===== config.mk =====
export PLATFORM = sky130hd
export DESIGN_NAME = uart_tx_arb
export DESIGN_NICKNAME = d
export VERILOG_FILES = /design/src/rtl/uart_pkg.sv /design/src/rtl/uart_rr_pick.sv /design/src/rtl/uart_tx_arb.sv
export SDC_FILE = /design/constraint.sdc
export NUM_CORES = 1
export LEC_CHECK = 0
export ABC_AREA = 1
export CORE_MARGIN = 2
export CORE_UTILIZATION = 35
export CTS_BUF_LIST = sky130_fd_sc_hd__clkbuf_8
export CTS_CLUSTER_DIAMETER = 60
export DETAILED_ROUTE_END_ITERATION = 6
export SLEW_MARGIN = 20
export SYNTH_ARGS = -nofsm -noshare
export SYNTH_HDL_FRONTEND = slang
export SYNTH_HIERARCHICAL = 1
export SYNTH_SLANG_ARGS = --single-unit

===== constraint.sdc =====
create_clock -name clk -period 1.9 [get_ports clk]
set_input_delay 0.38 -clock clk [delete_from_list [all_inputs] [get_ports clk]]
set_output_delay 0.38 -clock clk [all_outputs]
set_load 0.03 [all_outputs]

===== src/rtl/uart_pkg.sv =====
// Shared types and constants for the UART transmit arbiter and its helpers.
package uart_pkg;

    typedef enum logic [2:0] {
        IDLE,
        LOAD,
        WAIT_START,
        WAIT_DONE,
        GAP,
        HOLD
    } arb_state_t;

    localparam int DEF_N_REQ    = 3;
    localparam int DEF_GAP_CYC  = 16;
    localparam int DEF_LOCK_TMO = 4096;

    // Cycles the transmitter gets to raise busy after a load strobe.
    localparam int START_TMO = 4;

    function automatic logic [13:0] baud_div(input logic [2:0] code);
        logic [13:0] div;
        case (code)
            3'd0:    div = 14'd2603;
            3'd1:    div = 14'd10415;
            3'd2:    div = 14'd5207;
            3'd3:    div = 14'd2603;
            3'd4:    div = 14'd1301;
            3'd5:    div = 14'd650;
            3'd6:    div = 14'd433;
            default: div = 14'd216;
        endcase
        return div;
    endfunction

    function automatic logic [1:0] onehot_to_idx(input logic [3:0] oh);
        return {oh[2] | oh[3], oh[1] | oh[3]};
    endfunction

endpackage


===== src/rtl/uart_rr_pick.sv =====
// Round-robin pick: lowest requesting index at or after ptr, wrapping to index 0.
module uart_rr_pick #(
    parameter int N_REQ = 3
) (
    input  logic [N_REQ-1:0] req,
    input  logic [1:0]       ptr,
    output logic [N_REQ-1:0] pick
);

    logic [N_REQ-1:0] above;
    logic [N_REQ-1:0] hi;
    logic [N_REQ-1:0] sel;

    always_comb begin
        above = ~((N_REQ'(1) << ptr) - N_REQ'(1));
        hi    = req & above;
        sel   = (hi != '0) ? hi : req;
        // Isolate the lowest set bit of the chosen window.
        pick  = sel & (~sel + N_REQ'(1));
    end

endmodule


===== src/rtl/uart_tx_arb.sv =====
// Arbitrates byte requesters onto a single UART transmitter with message locking,
// inter-byte gap enforcement and lock/start timeouts.
//
// state      | meaning
// -----------+-----------------------------------------------------------
// IDLE       | no owner; pick round-robin once transmitter is free
// LOAD       | present owner byte, strobe tx_int and req_ready
// WAIT_START | wait up to START_TMO cycles for tx_busy to rise
// WAIT_DONE  | frame in flight, wait for tx_busy to fall
// GAP        | enforce GAP_CYC idle cycles, then release/continue/hold
// HOLD       | owner keeps grant awaiting its next byte, bounded by LOCK_TMO
module uart_tx_arb
    import uart_pkg::*;
#(
    parameter int N_REQ    = DEF_N_REQ,
    parameter int GAP_CYC  = DEF_GAP_CYC,
    parameter int LOCK_TMO = DEF_LOCK_TMO
) (
    input  logic               clk,
    input  logic               rstn,
    input  logic [N_REQ-1:0]   req_valid,
    input  logic [8*N_REQ-1:0] req_dat,
    input  logic [N_REQ-1:0]   req_last,
    output logic [N_REQ-1:0]   req_ready,
    output logic [7:0]         tx_dat,
    output logic               tx_int,
    input  logic               tx_busy,
    output logic [N_REQ-1:0]   grant,
    output logic               lock_err
);

    localparam int CNT_A   = (LOCK_TMO > GAP_CYC) ? LOCK_TMO : GAP_CYC;
    localparam int CNT_MAX = (CNT_A > START_TMO) ? CNT_A : START_TMO;
    localparam int CW      = $clog2(CNT_MAX + 1);

    localparam logic [CW-1:0] GAP_LD   = CW'(GAP_CYC - 1);
    localparam logic [CW-1:0] HOLD_LD  = CW'(LOCK_TMO - 1);
    localparam logic [CW-1:0] START_LD = CW'(START_TMO - 1);
    localparam logic [1:0]    LAST_IDX = 2'(N_REQ - 1);

    arb_state_t       state_q, state_d;
    logic [CW-1:0]    cnt_q, cnt_d;
    logic [N_REQ-1:0] grant_q, grant_d;
    logic [1:0]       owner_q, owner_d;
    logic [1:0]       ptr_q, ptr_d;
    logic             last_q, last_d;
    logic             lock_q, lock_d;
    logic [7:0]       dat_q, dat_d;

    logic [N_REQ-1:0] pick;
    logic [1:0]       pick_idx;
    logic [31:0]      dat_pad;
    logic [3:0]       valid_pad;
    logic [3:0]       last_pad;
    logic [7:0]       owner_byte;
    logic             owner_valid;
    logic [1:0]       next_ptr;

    uart_rr_pick #(.N_REQ(N_REQ)) u_pick (
        .req  (req_valid),
        .ptr  (ptr_q),
        .pick (pick)
    );

    // Pad to four requesters so owner indexing stays width-clean for any N_REQ.
    assign dat_pad     = 32'(req_dat);
    assign valid_pad   = 4'(req_valid);
    assign last_pad    = 4'(req_last);
    assign pick_idx    = onehot_to_idx(4'(pick));
    assign owner_byte  = dat_pad[{owner_q, 3'b000} +: 8];
    assign owner_valid = valid_pad[owner_q];
    assign next_ptr    = (owner_q == LAST_IDX) ? 2'd0 : owner_q + 2'd1;

    always_ff @(posedge clk or negedge rstn) begin
        if (!rstn) begin
            state_q <= IDLE;
            cnt_q   <= '0;
            grant_q <= '0;
            owner_q <= '0;
            ptr_q   <= '0;
            last_q  <= 1'b0;
            lock_q  <= 1'b0;
            dat_q   <= '0;
        end else begin
            state_q <= state_d;
            cnt_q   <= cnt_d;
            grant_q <= grant_d;
            owner_q <= owner_d;
            ptr_q   <= ptr_d;
            last_q  <= last_d;
            lock_q  <= lock_d;
            dat_q   <= dat_d;
        end
    end

    always_comb begin
        state_d = state_q;
        cnt_d   = cnt_q;
        grant_d = grant_q;
        owner_d = owner_q;
        ptr_d   = ptr_q;
        last_d  = last_q;
        lock_d  = lock_q;
        dat_d   = dat_q;

        case (state_q)
            IDLE: begin
                if (!tx_busy && (req_valid != '0)) begin
                    grant_d = pick;
                    owner_d = pick_idx;
                    state_d = LOAD;
                end
            end
            LOAD: begin
                dat_d   = owner_byte;
                last_d  = last_pad[owner_q];
                cnt_d   = START_LD;
                state_d = WAIT_START;
            end
            WAIT_START: begin
                if (tx_busy) begin
                    state_d = WAIT_DONE;
                end else if (cnt_q == '0) begin
                    lock_d  = 1'b1;
                    cnt_d   = GAP_LD;
                    state_d = GAP;
                end else begin
                    cnt_d = cnt_q - CW'(1);
                end
            end
            WAIT_DONE: begin
                if (!tx_busy) begin
                    cnt_d   = GAP_LD;
                    state_d = GAP;
                end
            end
            GAP: begin
                if (cnt_q != '0) begin
                    cnt_d = cnt_q - CW'(1);
                end else if (last_q) begin
                    grant_d = '0;
                    ptr_d   = next_ptr;
                    state_d = IDLE;
                end else if (owner_valid) begin
                    // Streaming owner skips HOLD to keep byte spacing tight.
                    state_d = LOAD;
                end else begin
                    cnt_d   = HOLD_LD;
                    state_d = HOLD;
                end
            end
            HOLD: begin
                if (owner_valid) begin
                    state_d = LOAD;
                end else if (cnt_q == '0) begin
                    lock_d  = 1'b1;
                    grant_d = '0;
                    ptr_d   = next_ptr;
                    state_d = IDLE;
                end else begin
                    cnt_d = cnt_q - CW'(1);
                end
            end
            default: state_d = IDLE;
        endcase
    end

    assign tx_int    = (state_q == LOAD);
    assign req_ready = tx_int ? grant_q : '0;
    assign tx_dat    = tx_int ? owner_byte : dat_q;
    assign grant     = grant_q;
    assign lock_err  = lock_q;

endmodule


; Word-level counts from Yosys, hierarchy flattened
; Cells that the tools add are included.
[word_totals]
out_inout_bits = 16
wordCells = 95
register_bits = 33
[op_classes]
n_addsub = 4
eq_ne = 18
muxes = 41
reduce_logical = 17
bitwise = 4
magnitude_cmp = 1
n_shift = 2
[op_table]
columns = cell, n
row1 = two-way mux 13 bit, 8
row2 = one-hot mux 13 bit (5 select lines), 1
row3 = two-way mux 3 bit, 15
row4 = indexed part select 32 x 6 -> 8 bit, 1
row5 = one-hot mux 3 bit (6 select lines), 1
row6 = inequality test 2 bit (second input constant), 8
row7 = logical NOT 13 bit, 1
row8 = nonzero test 13 bit, 1
row9 = subtractor 13 x 1 -> 13 bit (second input constant), 1
row10 = inequality test 3 bit (second input constant), 4
row11 = two-way mux 2 bit, 5
row12 = AND reduction 5 bit, 2
row13 = one-hot mux 3 bit (3 select lines), 1
row14 = nonzero test 3 bit, 3
row15 = two-way mux 8 bit, 1
row16 = AND reduction 7 bit, 1
row17 = bitwise AND 3 bit, 2
row18 = == test 3 x 2 -> 1 bit (second input constant), 2
row19 = == test 3 bit (second input constant), 2
row20 = inverter 3 bit, 2
row21 = AND reduction 6 bit, 1
row22 = two-way mux 1 bit, 5
row23 = nonzero test 5 bit, 1
row24 = binary-select mux 1 bit (select 2 bit), 2
row25 = 15 further kinds, 16

; Depth between registers and ports, before layout
; Gate-level depths: netlist of the first run.
[logic_depth]
ltp_word = 11
depth_mapped = 12
depth_no_buf = 11

; Cells and area by module
; The synthesis of the first run kept the hierarchy.
[by_module_without_submodules]
columns = mod, area_per_inst_um2, seq_area_each_um2, n_inst, cells_each
row1 = uart_tx_arb, 2170.8, 825.8, 1, 308
row2 = uart_rr_pick, 65.1, 0.0, 1, 14

; Least setup slack after synthesis of the first run
; OpenSTA, ideal clock, no wires.
[synth_timing]
path_type = register -> output
from = register state_q[1]
to = output port tx_dat[0]
arrival_time_ps = 1840
n_path_buf = 1
setup_slack_ps = -320
path_stages_with_launch = 6
path_cell_list = dfrtp_1 inv_1 nand2_1 nor2_1 clkbuf_1 a2bb2oi_1
[synth_via]
elab_chain_cells = 2
[synth_lines]
columns = item, line_no
row1 = start: declaration, uart_tx_arb.sv:41  ; arb_state_t state_q, state_d;
row2 = start signal: assignment, uart_tx_arb.sv:85  ; state_q <= state_d;
row3 = == test 3 x 1 -> 1 bit, uart_tx_arb.sv:168  ; assign tx_int = (state_q == LOAD);
row4 = named net tx_int, uart_tx_arb.sv:26  ; output logic tx_int,
row5 = two-way mux 8 bit, -
row6 = end: declaration, uart_tx_arb.sv:25  ; output logic [7:0] tx_dat,
; The timed path passes the listed nets, and every way through them passes these cells.

; Final worst setup path of the first run
[layout_timing]
from = register state_q[1]
to = output port tx_dat[0]
[layout_via]
elab_chain_cells = 2
[layout_lines]
columns = item, line_no
row1 = == test 3 x 1 -> 1 bit, uart_tx_arb.sv:168
row2 = two-way mux 8 bit, -
; Every way passes these cells.

==> results of run 1 <==
-- metrics by stage --
step           setup WS (ns)  hold slack [ns]  setup TNS (ns)  total power [mW]  cells
2_1_floorplan         0.0818           0.0844               0              4.01    322
3_3_place_gp          -0.251            0.466          -0.251              5.10    458
3_5_place_dp          -0.256            0.471          -0.256              5.12    458
4_1_cts               -0.101            0.487          -0.700              6.10    472
5_1_grt               -0.153            0.520           -1.13              7.08    478
6_report             -0.0753            0.478          -0.381              6.55    478
-- cell usage after synthesis (all sizes together) --
cell type and n:
dfrtp 33, a21boi 2, a21oi 14, nand3 24, inv 46, nor2 38
xor2 7, a22oi 8, nand4 1, clkbuf 3, ha 2, o21ai 8
a31o 1, o21a 1, buf 3, a2bb2oi 8, nand2 118, nor3 5
-- cells by family after synthesis --
group,Yosys count
flip-flops,33
adder cells (fa/ha/maj),2
AND/OR/NAND/NOR,186
XOR/XNOR,7
buffers and inverters,52
AO/OA/AOI/OAI,42
-- worst min path at each step --
stage / to / slack (ns) / cells after the start
after floorplan: cnt_q[0] / 0.08 / 0
after global placement: lock_err / 0.47 / 1
after detailed placement: lock_err / 0.47 / 1
after CTS: lock_err / 0.49 / 1
after global routing: lock_err / 0.52 / 1
final: lock_err / 0.48 / 1
-- what timing repair did --
item,CTS,global route
setup endpoints to repair,11,32
endpoints found under the hold margin,0,0
gates cloned,1,1
buffers inserted,5,7
pin swaps,3,10
resized for setup,32,36
-- state kept, by name, summed over array words and instances, names as in the netlist --
signal / count
dat_q: 8
state_q: 3
owner_q: 2
grant: 3
ptr_q: 2
cnt_q: 13
last_q: 1
lock_err: 1
-- final cells by class --
cell class | count | area, sq um
fill | 595 | 2880
inverter | 46 | 178
clock buffer | 7 | 96.3
tap | 77 | 96.3
sequential | 33 | 826
multi-input combinational | 238 | 1440
timing repair buffer | 76 | 749
clock inverter | 1 | 5.00
-- power groups by stage --
stage               clock network (mW)  registers (mW)  logic, mW
floorplan                            0            1.36       2.65
global placement                     0            1.33       3.78
detailed placement                   0            1.33       3.79
CTS                              0.615            1.32       4.16
global route                     0.644            1.40       5.04
finish                           0.600            1.34       4.61
-- critical path, delay by kind of cell, from the launching register on --
kind	cells	cell delay [ns]
flops	1	0.39
buf+inv	5	0.57
simple gates	2	0.13
compound gates	2	0.22
-- routing by layer --
metal / vias up / track usage [%] / wire length (microns)
li1: 1171 / - / -
met4: 0 / 3.81 / 63
met3: 7 / 4.25 / 336
met5: - / 0 / 0
met2: 58 / 31.5 / 3040
met1: 1051 / 21.6 / 2740
==> impl_metrics.py, run 1 <==
metrics = {
    "yosys": {
        "ys_ff_latch": 33,
        "yosysTopAreaCell": "dfrtp_1",
        "yosys-top-cells-area": "dfrtp_1 (37%), nand2_1 (19%), inv_1 (7.2%), nand3_1 (5.1%), nor2_1 (4.9%)",
        "synthAdderAreaFrac_pct": 1.12,
        "synthesis.instances": 322,
        "synth_xor_area_share_pct": 2.74,
        "syn_avg_cell_area_sq_um": 6.94,
        "muxShareOfSynthArea_pct": 0,
        "synth_top_family_by_area": "simple AND/OR/NAND/NOR gates",
        "synth-compound-area-share_pct": 12.5,
        "syn_area_sq_um": 2240,
        "yosysTopAreaCellShare_pct": 36.9,
        "synth_nets": 357,
        "yosys_warnings": 6,
        "yosys.area_share.simple_pct": 37.2,
        "ys_seq_area_share_pct": 36.9,
        "synth_cell_types": 31,
    },
    "die": {
        "die_w_microns": 83.9,
        "ios": 49,
        "design.die.area_sq_um": 7040,
        "start_util_pct": 35.6,
        "die_h_microns": 83.9,
        "core_sq_um": 6280,
        "std_cell_rows": 29,
    },
    "setup_path": {
        "rrSetupSlack_ns": 0.07,
        "rr_endpoint": "cnt_q[2]",
        "crit_end": "tx_dat[0]",
        "crit_fanout": 6,
        "timing_worst_setup_path_type": "reg2out",
        "cp-startpoint": "state_q[1]",
        "start_kind": "register",
        "cp_data_required_time_ns": 1.52,
        "worstSetupEndpointType": "output pin",
        "max_stage_delay_ns": 0.39,
        "worstRegToRegCells": 13,
        "r2r-start": "state_q[1]",
        "crit_slowest_cell": "dfrtp_1",
        "path_cells": "inv_2 > nand2_2 > nor2_1 > buf_4 > inv_4 > buf_8 > a21oi_4 > a2bb2oi_4 > buf_6",
        "cp.arrival_ns": 1.60,
    },
    "route": {
        "ant_nets": 0,
        "routed_wl_microns": 6190,
        "drt-pass1-iter-count": 4,
        "wire_per_inst_microns": 12.9,
        "drt_iter0_markers": 55,
        "via_count": 2287,
        "viasPerCell": 4.78,
        "drcViolationCount": 0,
    },
    "timing": {
        "max_freq_mhz": 506,
        "rsz0062_at_grt": "yes",
        "timing_hold_violations_final": 0,
        "slew_viol_final": 0,
        "worst_slack_ns": -0.0753,
        "final-setup-viol-count": 8,
        "fin_crit_sh_pct": 104,
        "fin_skew_ns": 0.00531,
        "period_minus_slack_ns": 1.98,
        "worstMarginPinSlew_ns": 0.449,
        "max-slew-margin-rel_pct": 70.1,
    },
    "clocking": {
        "cts_max_path_buffers": 2,
        "path_clk_slew_ns": 0.07,
        "cts.sinks": 33,
        "tritoncts": "done",
        "cts_made_buffers": 5,
        "htreeDepth": 2,
        "cts_hold_buf": 0,
        "cts_root_buf": "clkbuf_8",
        "clk_latency_ns": 0.28,
    },
    "finish": {
        "fin_area_sq_um": 3390,
        "diodes": 0,
        "drive_above_1_share_pct": 26.7,
        "mostFrequentLayoutCell": "nand2_1",
        "layout_common_cells": "nand2_1 (104), inv_1 (39), clkdlybuf4s50_1 (36), dfrtp_1 (33), nor2_1 (25)",
        "nNetsFinal": 435,
        "area_growth_pct": 51.8,
        "post-route-util_pct": 54.1,
    },
    "global_route": {
        "grt_max_degree": 34,
        "first_global_vias": 2265,
        "grt_pass1_wl_microns": 10200,
        "grt-ovfl-total": 0,
        "antenna_found_initial": 0,
        "grt_use_total_pct": 17.7,
    },
    "place": {
        "hpwl_microns": 4270,
        "gp_congestion": 0.839,
        "post_dp_cell_area_sq_um": 2930,
        "port_buffers": 48,
    },
    "power": {
        "power_frac_seq_pct": 20.5,
        "p_int_mw": 3.30,
        "p_leak_nw": 1.73,
        "swShare_pct": 49.6,
        "power_frac_comb_pct": 70.4,
        "clkPwrFrac_pct": 9.2,
        "power_density_nw_per_um2": 1930,
        "ir_worst_vdd_mv": 0.968,
        "net-switching-power_mw": 3.25,
    },
    "worst_hold_path": {
        "hold_class": "reg2reg",
        "min-delay-start": "lock_err",
    },
    "outcome": {
        "status": "finished with violations",
        "violations": "negative setup slack",
    },
    "run": {
        "maxCapViolCount": 0,
    },
}
Power figures use the tool's default switching activity.
==> run 2, diff against run 1 <==
- CTS_BUF_LIST: sky130_fd_sc_hd__clkbuf_8 -> default
- REMOVE_ABC_BUFFERS: default -> 1
==> run 2 against run 1 <==
- via count is 1.7% lower
- the run still ends with negative setup slack left
- sequential share of layout area unchanged
- cell count decreased by 0.84%
==> impl_metrics.py, run 2 (synthesis gave the netlist of run 1 again) <==
metrics = {
    "global_route": {
        "grt_max_degree": 34,
        "first_global_vias": 2125,
        "antenna_found_initial": 0,
        "grt_use_total_pct": 17.0,
        "grt-ovfl-total": 0,
        "grt_pass1_wl_microns": 9790,
    },
    "route": {
        "routed_wl_microns": 6090,
        "wire_per_inst_microns": 12.9,
        "via_count": 2249,
        "drt_iter0_markers": 109,
        "ant_nets": 0,
        "viasPerCell": 4.74,
        "drt-pass1-iter-count": 4,
        "drcViolationCount": 0,
    },
    "place": {
        "port_buffers": 48,
        "post_dp_cell_area_sq_um": 2880,
        "place_inst": 457,
        "place_ws_ns": -0.247,
        "hpwl_microns": 4240,
        "gp_congestion": 0.882,
    },
    "timing": {
        "max-slew-margin-rel_pct": 70.5,
        "max_freq_mhz": 516,
        "hold_ws_ns": 0.476,
        "final-setup-viol-count": 7,
        "worstMarginPinSlew_ns": 0.442,
        "fin_skew_ns": 0.00999,
        "period_minus_slack_ns": 1.94,
        "timing_hold_violations_final": 0,
        "fin_crit_sh_pct": 102,
        "setup-tns-final_ns": -0.207,
        "rsz0062_at_grt": "yes",
        "worst_slack_ns": -0.0371,
        "slew_viol_final": 0,
    },
    "setup_path": {
        "start_kind": "register",
        "crit_fanout": 9,
        "worstSetupEndpointType": "output pin",
        "cp.arrival_ns": 1.56,
        "cp_data_required_time_ns": 1.52,
        "timing_worst_setup_path_type": "reg2out",
    },
    "clocking": {
        "tritoncts": "done",
        "cts_max_path_buffers": 2,
        "htreeDepth": 2,
        "clk_latency_ns": 0.30,
        "cts_made_buffers": 5,
        "cts_root_buf": "clkbuf_8",
        "path_clk_slew_ns": 0.09,
        "cts.sinks": 33,
    },
    "finish": {
        "area_growth_pct": 51.8,
        "fin_area_sq_um": 3390,
        "drive_above_1_share_pct": 23.7,
        "layoutNonFillerInstCount": 474,
        "nNetsFinal": 431,
        "largestRegisters": "cnt_q: 13 flops, dat_q: 8 flops",
        "mostFrequentLayoutCell": "nand2_1",
        "largest_register_ffs": 13,
        "regMostFlops": "cnt_q",
        "fill_cells": 597,
        "layout_common_cells": "nand2_1 (110), inv_1 (40), clkdlybuf4s50_1 (36), dfrtp_1 (33)",
        "diodes": 0,
        "post-route-util_pct": 54.1,
    },
    "power": {
        "power_density_nw_per_um2": 1940,
        "ir_worst_vdd_mv": 1.18,
        "p_total_mw": 6.57,
        "p_leak_nw": 1.74,
    },
    "die": {
        "die_w_microns": 83.9,
        "ios": 49,
        "die_h_microns": 83.9,
        "std_cell_rows": 29,
        "core_sq_um": 6280,
        "design.die.area_sq_um": 7040,
        "start_util_pct": 35.6,
    },
    "outcome": {
        "violations": "negative setup slack",
        "status": "finished with violations",
    },
    "worst_hold_path": {
        "hold_class": "reg2reg",
    },
    "run": {
        "maxCapViolCount": 0,
    },
}
[run 2: cell count changes in the layout (fill, tap and decap cells not counted), sizes merged]
cell,delta
buf,-5
clkinvlp,+1
clkinv,+1
clkbuf,-1
[run 2: worst paths after layout]
path                       cells past startpoint        from   endpoint  slack, ns
max                                            6  owner_q[0]  tx_dat[6]      -0.04
min                                            1    lock_err   lock_err       0.48
max reg2reg                                   12  owner_q[0]   cnt_q[6]       0.14
min reg2reg                                    1    lock_err   lock_err       0.48
max in group asynchronous                      2        rstn   grant[1]       1.09
min in group asynchronous                      2        rstn   dat_q[7]       0.49
[run 2: layout make-up]
| cell class | instances | area, sq um | area share [%] |
|---|---|---|---|
| sequential | 33 | 826 | 24.3 |
| tap | 77 | 96.3 | 2.84 |
| clock inverter | 3 | 17.5 | 0.516 |
| timing repair buffer | 72 | 742 | 21.9 |
| clock buffer | 5 | 68.8 | 2.03 |
| multi-input combinational | 238 | 1470 | 43.3 |
| inverter | 46 | 175 | 5.16 |
[run 2: critical path, stage by stage (launching register included)]
cell,delay (ns)
dfrtp_1,0.42
buf_4,0.15
nor2_4,0.14
buf_12,0.18
a21oi_4,0.07
a2bb2oi_4,0.14
buf_6,0.15
[run 2: metal layers]
layer / vias up / track usage, % / wire length [microns]
li1: 1160 / - / -
met5: - / 0 / 0
met2: 57 / 28.6 / 2920
met4: 0 / 4.40 / 63
met1: 1025 / 21.4 / 2760
met3: 7 / 4.85 / 359
[run 2: what timing repair did]
action | 4_1_cts | 5_1_grt
setup endpoints to repair | 12 | 27
gates cloned | 1 | 2
buffers inserted | 4 | 2
gates resized for setup | 52 | 24
hold buffers | 0 | 0
endpoints found under the hold margin | 0 | 0
pin swaps | 0 | 3
[run 2: power breakdown]
part           total [mW]  internal (mW)  leakage [nW]  switching (mW)
logic                4.64           2.02          1.28            2.62
clock network       0.571          0.254        0.0439           0.318
registers            1.36           1.04         0.416           0.319
==> run 3, diff against run 2 <==
- CORE_ASPECT_RATIO: default -> 1.2
- GPL_TIMING_DRIVEN: default -> 0
==> run 3 against run 2 <==
- the flow still finishes with violations (negative setup slack)
- via count shrank 0.44%
- design area shrank 4.8%
- sequential share of layout area grew 1.3 points
==> impl_metrics.py, run 3 (synthesis gave the netlist of run 1 again) <==
metrics = {
    "clocking": {
        "cts_max_path_buffers": 2,
        "cts_made_buffers": 5,
        "cts_root_buf": "clkbuf_8",
        "clk_latency_ns": 0.29,
        "htreeDepth": 2,
        "path_clk_slew_ns": 0.07,
        "cts.sinks": 33,
        "tritoncts": "done",
    },
    "global_route": {
        "grt-ovfl-total": 0,
        "grt_max_degree": 27,
        "first_global_vias": 2253,
        "grt_use_total_pct": 17.8,
        "grt_pass1_wl_microns": 10200,
        "antenna_found_initial": 0,
    },
    "setup_path": {
        "crit_fanout": 7,
        "cp_num_buf_inv": 5,
        "cp-startpoint": "state_q[1]",
        "r2r-start": "cnt_q[0]",
        "path_cells": "inv_2 > nand2_4 > nor2_4 > clkinvlp_4 > buf_8 > buf_4 > nor2_4 > buf_6",
        "start_kind": "register",
        "crit_slowest_cell": "dfrtp_1",
        "timing_worst_setup_path_type": "reg2out",
        "cp.arrival_ns": 1.63,
        "max_stage_delay_ns": 0.39,
        "rrSetupSlack_ns": 0.15,
        "critPathTopFamily": "buffers and inverters",
        "cp_data_required_time_ns": 1.52,
        "worstSetupEndpointType": "output pin",
        "crit_path_frequent_cell": "nor2_4",
    },
    "timing": {
        "worstMarginPinSlew_ns": 0.364,
        "fin_skew_ns": 0.00721,
        "period_minus_slack_ns": 2.01,
        "slew_viol_final": 0,
        "fin_crit_sh_pct": 106,
        "max-slew-margin-rel_pct": 75.6,
        "timing_hold_violations_final": 0,
        "max_freq_mhz": 499,
        "worst_slack_ns": -0.105,
        "final-setup-viol-count": 10,
        "rsz0062_at_grt": "yes",
    },
    "route": {
        "via_count": 2239,
        "routed_wl_microns": 5970,
        "drt_iter0_markers": 72,
        "ant_nets": 0,
        "wire_per_inst_microns": 12.7,
        "viasPerCell": 4.75,
        "drcViolationCount": 0,
        "drt-pass1-iter-count": 4,
    },
    "power": {
        "power_density_nw_per_um2": 1920,
        "p_leak_nw": 1.65,
        "p_total_mw": 6.22,
        "ir_worst_vdd_mv": 1.31,
    },
    "die": {
        "core_sq_um": 6090,
        "ios": 49,
        "std_cell_rows": 31,
        "die_h_microns": 91.6,
        "die_w_microns": 77.0,
        "start_util_pct": 36.7,
        "design.die.area_sq_um": 7050,
    },
    "finish": {
        "fin_area_sq_um": 3230,
        "largestRegisters": "cnt_q: 13 flops, dat_q: 8 flops",
        "drive_above_1_share_pct": 21.9,
        "regMostFlops": "cnt_q",
        "largest_register_ffs": 13,
        "diodes": 0,
        "layout_common_cells": "nand2_1 (111), inv_1 (40), clkdlybuf4s50_1 (35), dfrtp_1 (30), nor2_1 (24)",
        "mostFrequentLayoutCell": "nand2_1",
        "area_growth_pct": 44.6,
        "nNetsFinal": 423,
    },
    "run": {
        "maxCapViolCount": 0,
    },
    "outcome": {
        "status": "finished with violations",
        "violations": "negative setup slack",
    },
    "place": {
        "gp_congestion": 0.850,
        "port_buffers": 48,
        "post_dp_cell_area_sq_um": 2800,
        "place_ws_ns": -1.34,
        "hpwl_microns": 4200,
    },
    "worst_hold_path": {
        "hold_class": "reg2reg",
        "min-delay-start": "lock_err",
    },
}
-- run 3: layout make-up --
type                       instances  area [sq um]
fill                             589          2860
multi-input combinational        239          1370
sequential                        33           830
timing repair buffer              63           634
inverter                          46           179
tap                               82           103
clock buffer                       7          86.3
clock inverter                     1          30.0
-- run 3: final timing paths --
path | endpoint | depth (start not counted)
setup / recovery | req_ready[0] | 8
hold / removal | lock_err | 1
setup reg to reg | grant[2] | 9
hold reg to reg | lock_err | 1
max in group asynchronous | owner_q[0] | 3
min in group asynchronous | state_q[0] | 2
-- run 3: per-stage QoR --
stage          setup TNS [ns]  cells  hold WS, ns  util [%]
6_report               -0.783    471        0.484      53.1
5_1_grt                 -1.69    471        0.493      53.1
4_1_cts                -0.977    465        0.482      51.5
3_5_place_dp           -21.31    447        0.247      45.9
3_3_place_gp           -32.69    446        0.466      45.7
2_1_floorplan          -10.48    316       0.0844         -
-- run 3: report_power, final --
group / total [mW] / switching (mW) / internal (mW)
registers: 1.39 / 0.349 / 1.04
logic: 4.12 / 2.45 / 1.67
clock network: 0.707 / 0.279 / 0.428
-- run 3: repair_timing --
action	CTS	global route
gates cloned	1	1
hold endpoints to repair	7	0
setup endpoints to repair	43	27
gates resized for setup	112	13
pin swaps	4	4
buffers inserted	8	5
hold buffers	1	0
-- run 3: worst reg2reg max path: stages, from the launching register on --
cell      delay (ns)
dfrtp_1         0.38
inv_1           0.12
ha_1            0.19
nand2_1         0.07
nor2_2          0.17
nand2_4         0.12
a21boi_1        0.27
nand3_1         0.19
nand2_1         0.10
nand2_1         0.05
-- run 3: routing by layer --
metal | global-route usage, % | wire, microns | up-vias
li1 | - | - | 1150
met4 | 5.61 | 65 | 0
met3 | 4.67 | 367 | 7
met2 | 31.4 | 2980 | 58
met1 | 20.8 | 2560 | 1024
met5 | 0 | 0 | -
